$ cat src/rtl/seg7_pkg.sv
`default_nettype none
// ============================================================================
//  Module      : seg7_pkg
//  Description : Shared 7-segment definitions: active-low glyph table
//                (bit0=a .. bit6=g, 0=lit), blank pattern and scan FSM states.
//  Revision    : 1.0 - initial release
// ============================================================================
package seg7_pkg;

    // Active-low glyphs for hex digits 0-9, A, b, C, d, E, F
    localparam logic [6:0] SEG7_GLYPH [16] = '{
        7'h40, 7'h79, 7'h24, 7'h30,   // 0 1 2 3
        7'h19, 7'h12, 7'h02, 7'h78,   // 4 5 6 7
        7'h00, 7'h10, 7'h08, 7'h03,   // 8 9 A b
        7'h46, 7'h21, 7'h06, 7'h0E    // C d E F
    };

    // All segments dark
    localparam logic [6:0] SEG7_BLANK = 7'h7F;

    // Per-window scan state
    typedef enum logic [1:0] {
        ST_IDLE     = 2'd0,   // no valid select window
        ST_SETTLE   = 2'd1,   // window valid, waiting for stability
        ST_CAPTURED = 2'd2    // digit taken, hold until the bus changes
    } scan_state_t;

endpackage
`default_nettype wire

$ cat src/rtl/seg7_pattern_decode.sv
`default_nettype none
// ============================================================================
//  Module      : seg7_pattern_decode
//  Description : Combinational active-low segment pattern -> {err, nibble}.
//                Optional macro SEG7_DEC_BLANK_EN: treat 7'h7F as a legal
//                blank that decodes to nibble 0 without error.
//  Revision    : 1.0 - initial release
// ============================================================================
module seg7_pattern_decode
    import seg7_pkg::*;
(
    input  logic [6:0] pattern,
    output logic [3:0] nibble,
    output logic       err
);

    // Reverse table lookup; anything not in the table is flagged
    always_comb begin
        nibble = 4'h0;
        err    = 1'b1;
        for (int g = 0; g < 16; g++) begin
            if (pattern == SEG7_GLYPH[g]) begin
                nibble = 4'(g);
                err    = 1'b0;
            end
        end
`ifdef SEG7_DEC_BLANK_EN
        if (pattern == SEG7_BLANK) begin
            nibble = 4'h0;
            err    = 1'b0;
        end
`endif
    end

endmodule
`default_nettype wire

$ cat src/rtl/seg7_scan_decoder.sv
`default_nettype none
// ============================================================================
//  Module      : seg7_scan_decoder
//  Description : Monitors a multiplexed active-low 7-segment bus, captures
//                each digit once stable, decodes it and delivers complete
//                NUM_DIGITS frames over a valid/ready handshake.
//                Optional macro SEG7_DEC_BLANK_EN (see seg7_pattern_decode).
//  Revision    : 1.0 - initial release
// ============================================================================
module seg7_scan_decoder
    import seg7_pkg::*;
#(
    parameter int NUM_DIGITS    = 8,
    parameter int STABLE_CYCLES = 4
) (
    input  logic                    Clk,
    input  logic                    Reset_n,
    input  logic [6:0]              Seg_in,
    input  logic [NUM_DIGITS-1:0]   Dig_sel_n,
    output logic                    Frame_valid,
    input  logic                    Frame_ready,
    output logic [4*NUM_DIGITS-1:0] Frame_data,
    output logic [NUM_DIGITS-1:0]   Frame_err,
    output logic                    Overrun
);

    localparam int                    CNT_W      = $clog2(STABLE_CYCLES + 1);
    localparam logic [CNT_W-1:0]      CNT_MAX    = {CNT_W{1'b1}};
    // Counter value on the cycle where S has been stable STABLE_CYCLES cycles
    localparam logic [CNT_W-1:0]      CAPTURE_AT = CNT_W'(STABLE_CYCLES - 2);
    localparam logic [NUM_DIGITS-1:0] SEL_ONE    = NUM_DIGITS'(1);

    logic [6:0]              seg_meta, seg_s, seg_prev;
    logic [NUM_DIGITS-1:0]   sel_meta, sel_s, sel_prev;
    logic [NUM_DIGITS-1:0]   sel_low;
    logic                    win_valid, same;
    logic [CNT_W-1:0]        stab_cnt;
    scan_state_t             state, state_next;
    logic                    capture;
    logic [3:0]              dec_nibble;
    logic                    dec_err;
    logic [4*NUM_DIGITS-1:0] work_data, work_data_next;
    logic [NUM_DIGITS-1:0]   work_err, work_err_next;
    logic [NUM_DIGITS-1:0]   mask, mask_next;
    logic                    frame_done, out_free;

    // Two-flop synchroniser for the asynchronous bus, plus previous-sample copy
    always_ff @(posedge Clk or negedge Reset_n) begin
        if (!Reset_n) begin
            seg_meta <= '0;
            seg_s    <= '0;
            seg_prev <= '0;
            sel_meta <= '0;
            sel_s    <= '0;
            sel_prev <= '0;
        end else begin
            seg_meta <= Seg_in;
            seg_s    <= seg_meta;
            seg_prev <= seg_s;
            sel_meta <= Dig_sel_n;
            sel_s    <= sel_meta;
            sel_prev <= sel_s;
        end
    end

    // Window is valid only when exactly one select line is low
    always_comb begin
        sel_low   = ~sel_s;
        win_valid = (sel_low != '0) && ((sel_low & (sel_low - SEL_ONE)) == '0);
        same      = (seg_s == seg_prev) && (sel_s == sel_prev);
    end

    // Saturating count of consecutive unchanged samples inside a window
    always_ff @(posedge Clk or negedge Reset_n) begin
        if (!Reset_n) begin
            stab_cnt <= '0;
        end else if (!win_valid || !same) begin
            stab_cnt <= '0;
        end else if (stab_cnt != CNT_MAX) begin
            stab_cnt <= stab_cnt + 1'b1;
        end
    end

    // Scan FSM state register
    always_ff @(posedge Clk or negedge Reset_n) begin
        if (!Reset_n) state <= ST_IDLE;
        else          state <= state_next;
    end

    // Scan FSM next state; a single capture per window, re-armed by any change
    always_comb begin
        state_next = state;
        capture    = 1'b0;
        if (!win_valid) begin
            state_next = ST_IDLE;
        end else if (!same) begin
            state_next = ST_SETTLE;
        end else begin
            case (state)
                ST_SETTLE: begin
                    if (stab_cnt == CAPTURE_AT) begin
                        capture    = 1'b1;
                        state_next = ST_CAPTURED;
                    end
                end
                default: ;
            endcase
        end
    end

    seg7_pattern_decode u_decode (
        .pattern (seg_s),
        .nibble  (dec_nibble),
        .err     (dec_err)
    );

    // Working slot update for the selected digit; latest capture wins
    always_comb begin
        work_data_next = work_data;
        work_err_next  = work_err;
        mask_next      = mask;
        for (int i = 0; i < NUM_DIGITS; i++) begin
            if (capture && !sel_s[i]) begin
                work_data_next[4*i +: 4] = dec_nibble;
                work_err_next[i]         = dec_err;
                mask_next[i]             = 1'b1;
            end
        end
        frame_done = &mask_next;
        out_free   = !Frame_valid || Frame_ready;
    end

    // Working slots and mask; mask restarts on frame completion
    always_ff @(posedge Clk or negedge Reset_n) begin
        if (!Reset_n) begin
            work_data <= '0;
            work_err  <= '0;
            mask      <= '0;
        end else begin
            work_data <= work_data_next;
            work_err  <= work_err_next;
            mask      <= frame_done ? '0 : mask_next;
        end
    end

    // Output buffer: load when free, otherwise drop and flag overrun
    always_ff @(posedge Clk or negedge Reset_n) begin
        if (!Reset_n) begin
            Frame_valid <= 1'b0;
            Frame_data  <= '0;
            Frame_err   <= '0;
            Overrun     <= 1'b0;
        end else begin
            Overrun <= frame_done && !out_free;
            if (frame_done && out_free) begin
                Frame_valid <= 1'b1;
                Frame_data  <= work_data_next;
                Frame_err   <= work_err_next;
            end else if (Frame_valid && Frame_ready) begin
                Frame_valid <= 1'b0;
            end
        end
    end

endmodule
`default_nettype wire
$ cat config.mk
export PLATFORM = sky130hd
export DESIGN_NAME = seg7_scan_decoder
export DESIGN_NICKNAME = d
export VERILOG_FILES = /design/src/rtl/seg7_pkg.sv /design/src/rtl/seg7_pattern_decode.sv /design/src/rtl/seg7_scan_decoder.sv
export SDC_FILE = /design/constraint.sdc
export NUM_CORES = 1
export LEC_CHECK = 0
export ABC_CLOCK_PERIOD_IN_PS = 2800
export CAP_MARGIN = 20
export CORE_MARGIN = 3
export CORE_UTILIZATION = 52
export CTS_BUF_LIST = sky130_fd_sc_hd__clkbuf_4
export DETAILED_ROUTE_END_ITERATION = 8
export GPL_TIMING_DRIVEN = 1
export PLACE_DENSITY = 0.77
export SLEW_MARGIN = 20
export SYNTH_ARGS = -nofsm -noshare
export SYNTH_HDL_FRONTEND = slang
export SYNTH_HIERARCHICAL = 1
export SYNTH_SLANG_ARGS = --single-unit
$ cat constraint.sdc
create_clock -name Clk -period 2.8 [get_ports Clk]
set_input_delay 0.56 -clock Clk [delete_from_list [all_inputs] [get_ports Clk]]
set_output_delay 0.56 -clock Clk [all_outputs]
set_load 0.005 [all_outputs]
==> results of run 1 <==
==> power groups by stage <==
stage | logic (mW) | clock network, mW | registers (mW)
after floorplan | 0.0917 | 0 | 2.12
after global routing | 0.231 | 1.40 | 2.08
after detailed placement | 0.205 | 0 | 2.12
after global placement | 0.199 | 0 | 2.11
final | 0.210 | 1.26 | 2.08
after CTS | 0.209 | 1.30 | 2.08
==> area by class of cell <==
type                    instances  area share
flip-flops and latches        140       0.482
multi-input cells             218       0.310
repair buffers                104       0.145
well taps                     136      0.0234
clock inverters                15      0.0203
clock buffers                  17      0.0175
inverters                       4     0.00206
diodes                          1    0.000344
==> registers in the layout (all words and copies together), names as in the netlist <==
register / count
Frame_err: 8
sel_s: 8
seg_s: 7
state: 2
Overrun: 1
stab_cnt: 3
Frame_valid: 1
seg_meta: 7
sel_meta: 8
work_err: 8
work_data: 32
sel_prev: 8
seg_prev: 7
mask: 8
Frame_data: 32
==> layer usage <==
layer  up-vias  share of wire  track usage
met5         -              0            0
met4         0          0.013       0.0608
met3        11          0.034       0.0584
met2        67           0.50        0.307
met1      1730           0.45        0.248
li1       1556              -            -
==> how the worst min path moves through the flow <==
stage          depth (start not counted)                         to                  start
2_1_floorplan                          0  Frame_data[0]$_DFFE_PN0P_                Reset_n
3_3_place_gp                           0         sel_s[1]$_DFF_PN0_  sel_meta[1]$_DFF_PN0_
3_5_place_dp                           0         seg_s[3]$_DFF_PN0_  seg_meta[3]$_DFF_PN0_
4_1_cts                                0         seg_s[3]$_DFF_PN0_  seg_meta[3]$_DFF_PN0_
5_1_grt                                0         seg_s[1]$_DFF_PN0_  seg_meta[1]$_DFF_PN0_
6_report                               0         seg_s[3]$_DFF_PN0_  seg_meta[3]$_DFF_PN0_
==> cell families after synthesis <==
kind of cell               Yosys count  share of synthesized area
adders and majority gates            3                    0.00654
buffers and inverters               16                     0.0209
xor gates and xnor gates            19                     0.0290
DFF                                140                      0.610
muxes                               82                      0.189
AOI/OAI and AO/OA                   33                     0.0492
and+or+nand+nor                     81                     0.0954
==> critical path: cells and delay by family (launching register included) <==
kind                   cells  cell delay, ns
flip-flops                 1            0.45
multiplexers               1            0.29
AO/OA/AOI/OAI              2            0.31
AND/OR/NAND/NOR            4            0.87
XOR/XNOR                   1            0.20
buffers and inverters      3            0.56
==> cells in the final DEF (no fill, tap or decap), types with 3 or more instances in the layout <==
cell type / count
clkinvlp_4: 3
clkbuf_4: 17
xor2_1: 16
clkinv_1: 3
buf_6: 3
clkdlybuf4s50_1: 58
inv_6: 3
nor2_1: 29
nor4_1: 3
nor4_4: 5
clkbuf_16: 3
a211oi_4: 8
a21oi_1: 4
inv_1: 4
dfrtp_2: 7
buf_12: 5
buf_4: 34
nor2b_1: 3
nand2_1: 10
nand2b_1: 4
mux2_2: 40
dfrtp_1: 133
o22ai_1: 4
mux2_4: 40
ha_1: 3
==> metrics by stage <==
step	power, mW	instances	instance area [µm²]	TNS [ns]
floorplan	2.21	374	5840	-0.0279
global placement	2.31	590	6810	0
detailed placement	2.32	590	6810	0
CTS	3.59	625	7110	0
global route	3.71	635	7280	-2.79
finish	3.55	635	7280	0
==> repair_timing <==
action	in CTS	in global routing
endpoints found under the setup margin	1	40
hold buffers	1	0
cloned	0	5
pin swaps	3	5
gates resized for setup	1	7
setup buffers	2	4
endpoints found under the hold margin	67	0
==> metrics.cfg, run 1 <==
[setup_path]
r2r-start = sel_s[2]$_DFF_PN0_
crit_chain = xor2_2 > nor4_4 > nand4_4 > buf_12 > a211oi_4 > o22ai_1 > nor4_2 > buf_4 > nand2_8 > clkbuf_16 > mux2_4
critPathSlowestCell = dfrtp_2
cp_max_fo = 8
end_kind = register
critPathRequiredTime_ns = 3.24
crit_start = sel_s[2]$_DFF_PN0_
crit_arrival_ns = 3.23
rr_endpoint = Frame_data[21]$_DFFE_PN0P_
crit_type = register to register
start_kind = register
r2r_slack_ns = 0.004
worst_path_largest_cell_delay_ns = 0.45
rr_worst_depth = 11
setup.worst_path.end = Frame_data[21]$_DFFE_PN0P_

[clock_network]
clock-sinks = 140
clock_latency_ns = 0.55
root_buffer = clkbuf_4
cts_tree = built
clkTransAtPathRegs_ns = 0.11
htree_num_levels = 4
clockBufferDepth = 2
cts_buffers = 17

[run]
maxCapViolations = 0

[yosys]
synthTopCellsByArea = dfrtp_1 (61%), mux2_4 (10%), mux2_2 (7.8%)
synth_common_cells = dfrtp_1 (140), mux2_2 (40), mux2_4 (40)
yosys_warnings = 6
synth_area_per_cell_um2 = 15.4
synth_edf_count = 0
synth.most_common_cell = dfrtp_1
synth_nets = 395
synth_top_area_cell = dfrtp_1
synth_top_area_frac = 0.610
ys_ff_latch = 140
synthArstFlopShare = 1.00
ys_seq_area_frac = 0.610
synthFlopType = dfrtp_1
synth_area_um2 = 5740
synthCells = 374
synth_cell_types = 51

[sta]
setup_viol = 0
fin_crit_ns = 2.80
final.period_utilization = 0.998
final.setup_skew_ns = 0.0201
hold_violations = 0
whs_ns = 0.361
slew_headroom = 0.482
drv_slew = 0
max_freq_mhz = 358
worst_slack_ns = 0.00439
worst_pin_slew_ns = 0.775
rsz0062_at_grt = true

[placement]
pre_cts_ws_ns = 0.0400
dpl.hpwl_um = 7430
port_buffers = 59
place.gp.congestion = 0.808

[power]
ir_worst_vdd_v = 0.000456
power.density_nw_per_um2 = 487
internal-power_mw = 2.66
swShare = 0.249
clockPowerShare = 0.356
cellLeakagePower_nw = 3.42
combPwrFrac = 0.059
p_seq_frac = 0.585
p_sw_mw = 0.883

[detailed_routing]
vias_per_cell = 5.30
ant_nets = 0
drcViolationCount = 0
drt_iter0_drc = 227
detail_route.wl_per_cell_um = 17.6
routed_wl_um = 11200
vias = 3364
first_pass_iters = 4

[floorplan]
ios = 60
core_area_um2 = 10500
die-area_um2 = 12300
initial_utilization = 0.546
rows = 37
die_w_um = 111
die_y_um = 111

[run_status]
outcome = completed

[cells_and_area]
drive_above_1_share = 0.378
multi_input_area_um2 = 2250
regArea_um2 = 3510
final_nets = 506
n_fill_cell = 721
final_util = 0.693
syn2layout_area_growth_pct = 26.9

[global_routing]
grt_antenna_before_repair = 1
grt_start_max_net_pins = 71
grt_pass1_wl_um = 18400
grt_pass1_vias = 3598
grt.total_usage = 0.190
grt-ovfl-total = 0

[worst_hold_path]
hold_class = register to register

No activity file was read; power rests on OpenSTA's default activity.
==> run 2, diff against run 1 <==
- SKIP_CTS_REPAIR_TIMING: default -> 1
==> run 2 against run 1 <==
The flow now finishes with violations (negative setup slack). Combinational power barely moved. Clock skew rose by 0.0043 ns. Sequential cell count did not move. Design area rose by 0.26%. Clock power barely moved. Utilization rose by 0.18 points. Hold slack got worse by 0.0015 ns. Register-to-register slack got worse by 0.02 ns. Count of clock-buffer cells in the layout did not move. Non-clock buffer count rose by 2. Global-route usage fell by 0.11 points. Via count rose by 0.33%. Critical endpoint is now Frame_data[31]$_DFFE_PN0P_. Largest cell class unchanged. Highest routed layer unchanged.
==> metrics.cfg, run 2 (synthesis results as in run 1) <==
[run_status]
outcome = finished with violations
violations = negative setup slack

[global_routing]
grtUsageMet2 = 0.305  ; -0.00202
grt_pass1_vias = 3579  ; -0.53%
grt_start_max_net_pins = 71  ; unchanged
busiest_layer = met2
grt_use_met3 = 0.0579  ; -0.000546
grt.total_usage = 0.189  ; -0.00106
grt_pass1_wl_um = 18300  ; -0.60%
gr-usage-met1 = 0.247  ; -0.00110
grt_antenna_before_repair = 1  ; unchanged
grt-ovfl-total = 0  ; unchanged

[floorplan]
die-area_um2 = 12300  ; unchanged
die_w_um = 111  ; unchanged
ios = 60  ; unchanged
rows = 37  ; unchanged
die_y_um = 111  ; unchanged
initial_utilization = 0.546  ; unchanged
core_area_um2 = 10500  ; unchanged

[power]
power.density_nw_per_um2 = 487  ; about the same
p_total_mw = 3.55  ; +0.23%
ir_worst_vdd_v = 0.000456  ; about the same
cellLeakagePower_nw = 3.49  ; +2.1%

[sta]
hold_violations = 0  ; unchanged
worst_slack_ns = -0.0171  ; -0.0215 ns
rsz0062_at_grt = true
drv_slew = 0  ; unchanged
fin_tns_setup_ns = -0.135  ; -0.135 ns
final.period_utilization = 1.01  ; +0.00768
max_freq_mhz = 355  ; -0.76%
slew_headroom = 0.585  ; +0.103
fin_crit_ns = 2.82  ; +0.0215 ns
worst_pin_slew_ns = 0.623  ; -0.152 ns
setup_viol = 19  ; +19
final.setup_skew_ns = 0.0244  ; +0.00426 ns

[clock_network]
clock_latency_ns = 0.55  ; about the same
root_buffer = clkbuf_4
cts_tree = built
clockBufferDepth = 2  ; unchanged
htree_num_levels = 4  ; unchanged
cts_buffers = 17  ; unchanged
clock-sinks = 140  ; unchanged
clkTransAtPathRegs_ns = 0.11  ; about the same

[placement]
dpl.hpwl_um = 7430  ; unchanged
port_buffers = 59  ; unchanged
placed_cell_area_um2 = 6810  ; unchanged
place_inst = 590  ; unchanged
place.gp.congestion = 0.808  ; unchanged

[setup_path]
crit_arrival_ns = 3.25  ; +0.02 ns
worst_path_largest_cell_delay_ns = 0.41  ; -0.04 ns
end_kind = register
cp_max_fo = 11  ; +3
crit_family = simple AND/OR/NAND/NOR gates
critPathRequiredTime_ns = 3.23  ; about the same
crit_type = register to register
path_buf_inv = 3  ; unchanged
crit_chain = xor2_1 > nor4_4 > nand4_4 > buf_12 > a211oi_4 > o22ai_2 > nor4_4 > nand2_2 > buf_6 > buf_12 > mux2_4
critPathSlowestCell = dfrtp_1
start_kind = register

[cells_and_area]
multi_input_area_um2 = 2260  ; +0.28%
drive_above_1_share = 0.382  ; +0.00449
fin_area_um2 = 7300  ; +0.26%
final_nets = 508  ; +0.40%
top_regs = Frame_data: 32 flops, work_data: 32 flops
n_fill_cell = 717  ; -0.55%
final_cell_mix = dfrtp_1 (134), clkdlybuf4s50_1 (58), mux2_2 (40), mux2_4 (40), buf_4 (35)
syn2layout_area_growth_pct = 27.2
regArea_um2 = 3510  ; about the same
final_common_cell = dfrtp_1
final_cells = 637  ; +0.31%

[detailed_routing]
detail_route.wl_per_cell_um = 17.6  ; about the same
drcViolationCount = 0  ; unchanged
routed_wl_um = 11200  ; +0.26%
vias_per_cell = 5.30  ; about the same
drt_iter0_drc = 247  ; +8.8%
vias = 3375  ; +0.33%
ant_nets = 0  ; unchanged
first_pass_iters = 4  ; unchanged

[run]
maxCapViolations = 0  ; unchanged

[worst_hold_path]
hold_class = register to register

[run 2: cell type report]
type,count,share of cell area
flip-flops and latches,140,0.481
clock buffers,17,0.0175
repair buffers,106,0.146
multi-input cells,218,0.310
clock inverters,15,0.0202
inverters,4,0.00206
diodes,1,0.000343
well taps,136,0.0233
[run 2: power breakdown]
part / switching [mW] / internal [mW]
Sequential: 0.0194 / 2.05
Clock: 0.741 / 0.527
Combinational: 0.129 / 0.0838
[run 2: layer usage]
metal / vias up / share of wire / routed length [µm]
met2: 61 / 0.50 / 5590
met3: 15 / 0.034 / 381
li1: 1563 / - / -
met1: 1736 / 0.45 / 5040
met5: - / 0 / 0
met4: 0 / 0.016 / 178
[run 2: through the flow]
step           utilization  setup slack (ns)  hold WS (ns)
2_1_floorplan            -         -0.000698         0.264
3_3_place_gp         0.648            0.0630         0.334
3_5_place_dp         0.648            0.0400         0.338
4_1_cts              0.674          -0.00281       -0.0282
5_1_grt              0.695            -0.154         0.369
6_report             0.695           -0.0171         0.359
[run 2: path summary, 6_finish.rpt]
check	startpoint	to	slack [ns]	depth (start not counted)
worst min-delay path	seg_meta[3]$_DFF_PN0_	seg_s[3]$_DFF_PN0_	0.36	0
worst max register to register	sel_s[2]$_DFF_PN0_	Frame_data[31]$_DFFE_PN0P_	-0.02	11
max in group asynchronous	Reset_n	sel_s[4]$_DFF_PN0_	1.54	3
worst min register to register	seg_meta[3]$_DFF_PN0_	seg_s[3]$_DFF_PN0_	0.36	0
worst max-delay path	sel_s[2]$_DFF_PN0_	Frame_data[31]$_DFFE_PN0P_	-0.02	11
min in group asynchronous	Reset_n	seg_s[6]$_DFF_PN0_	0.57	2
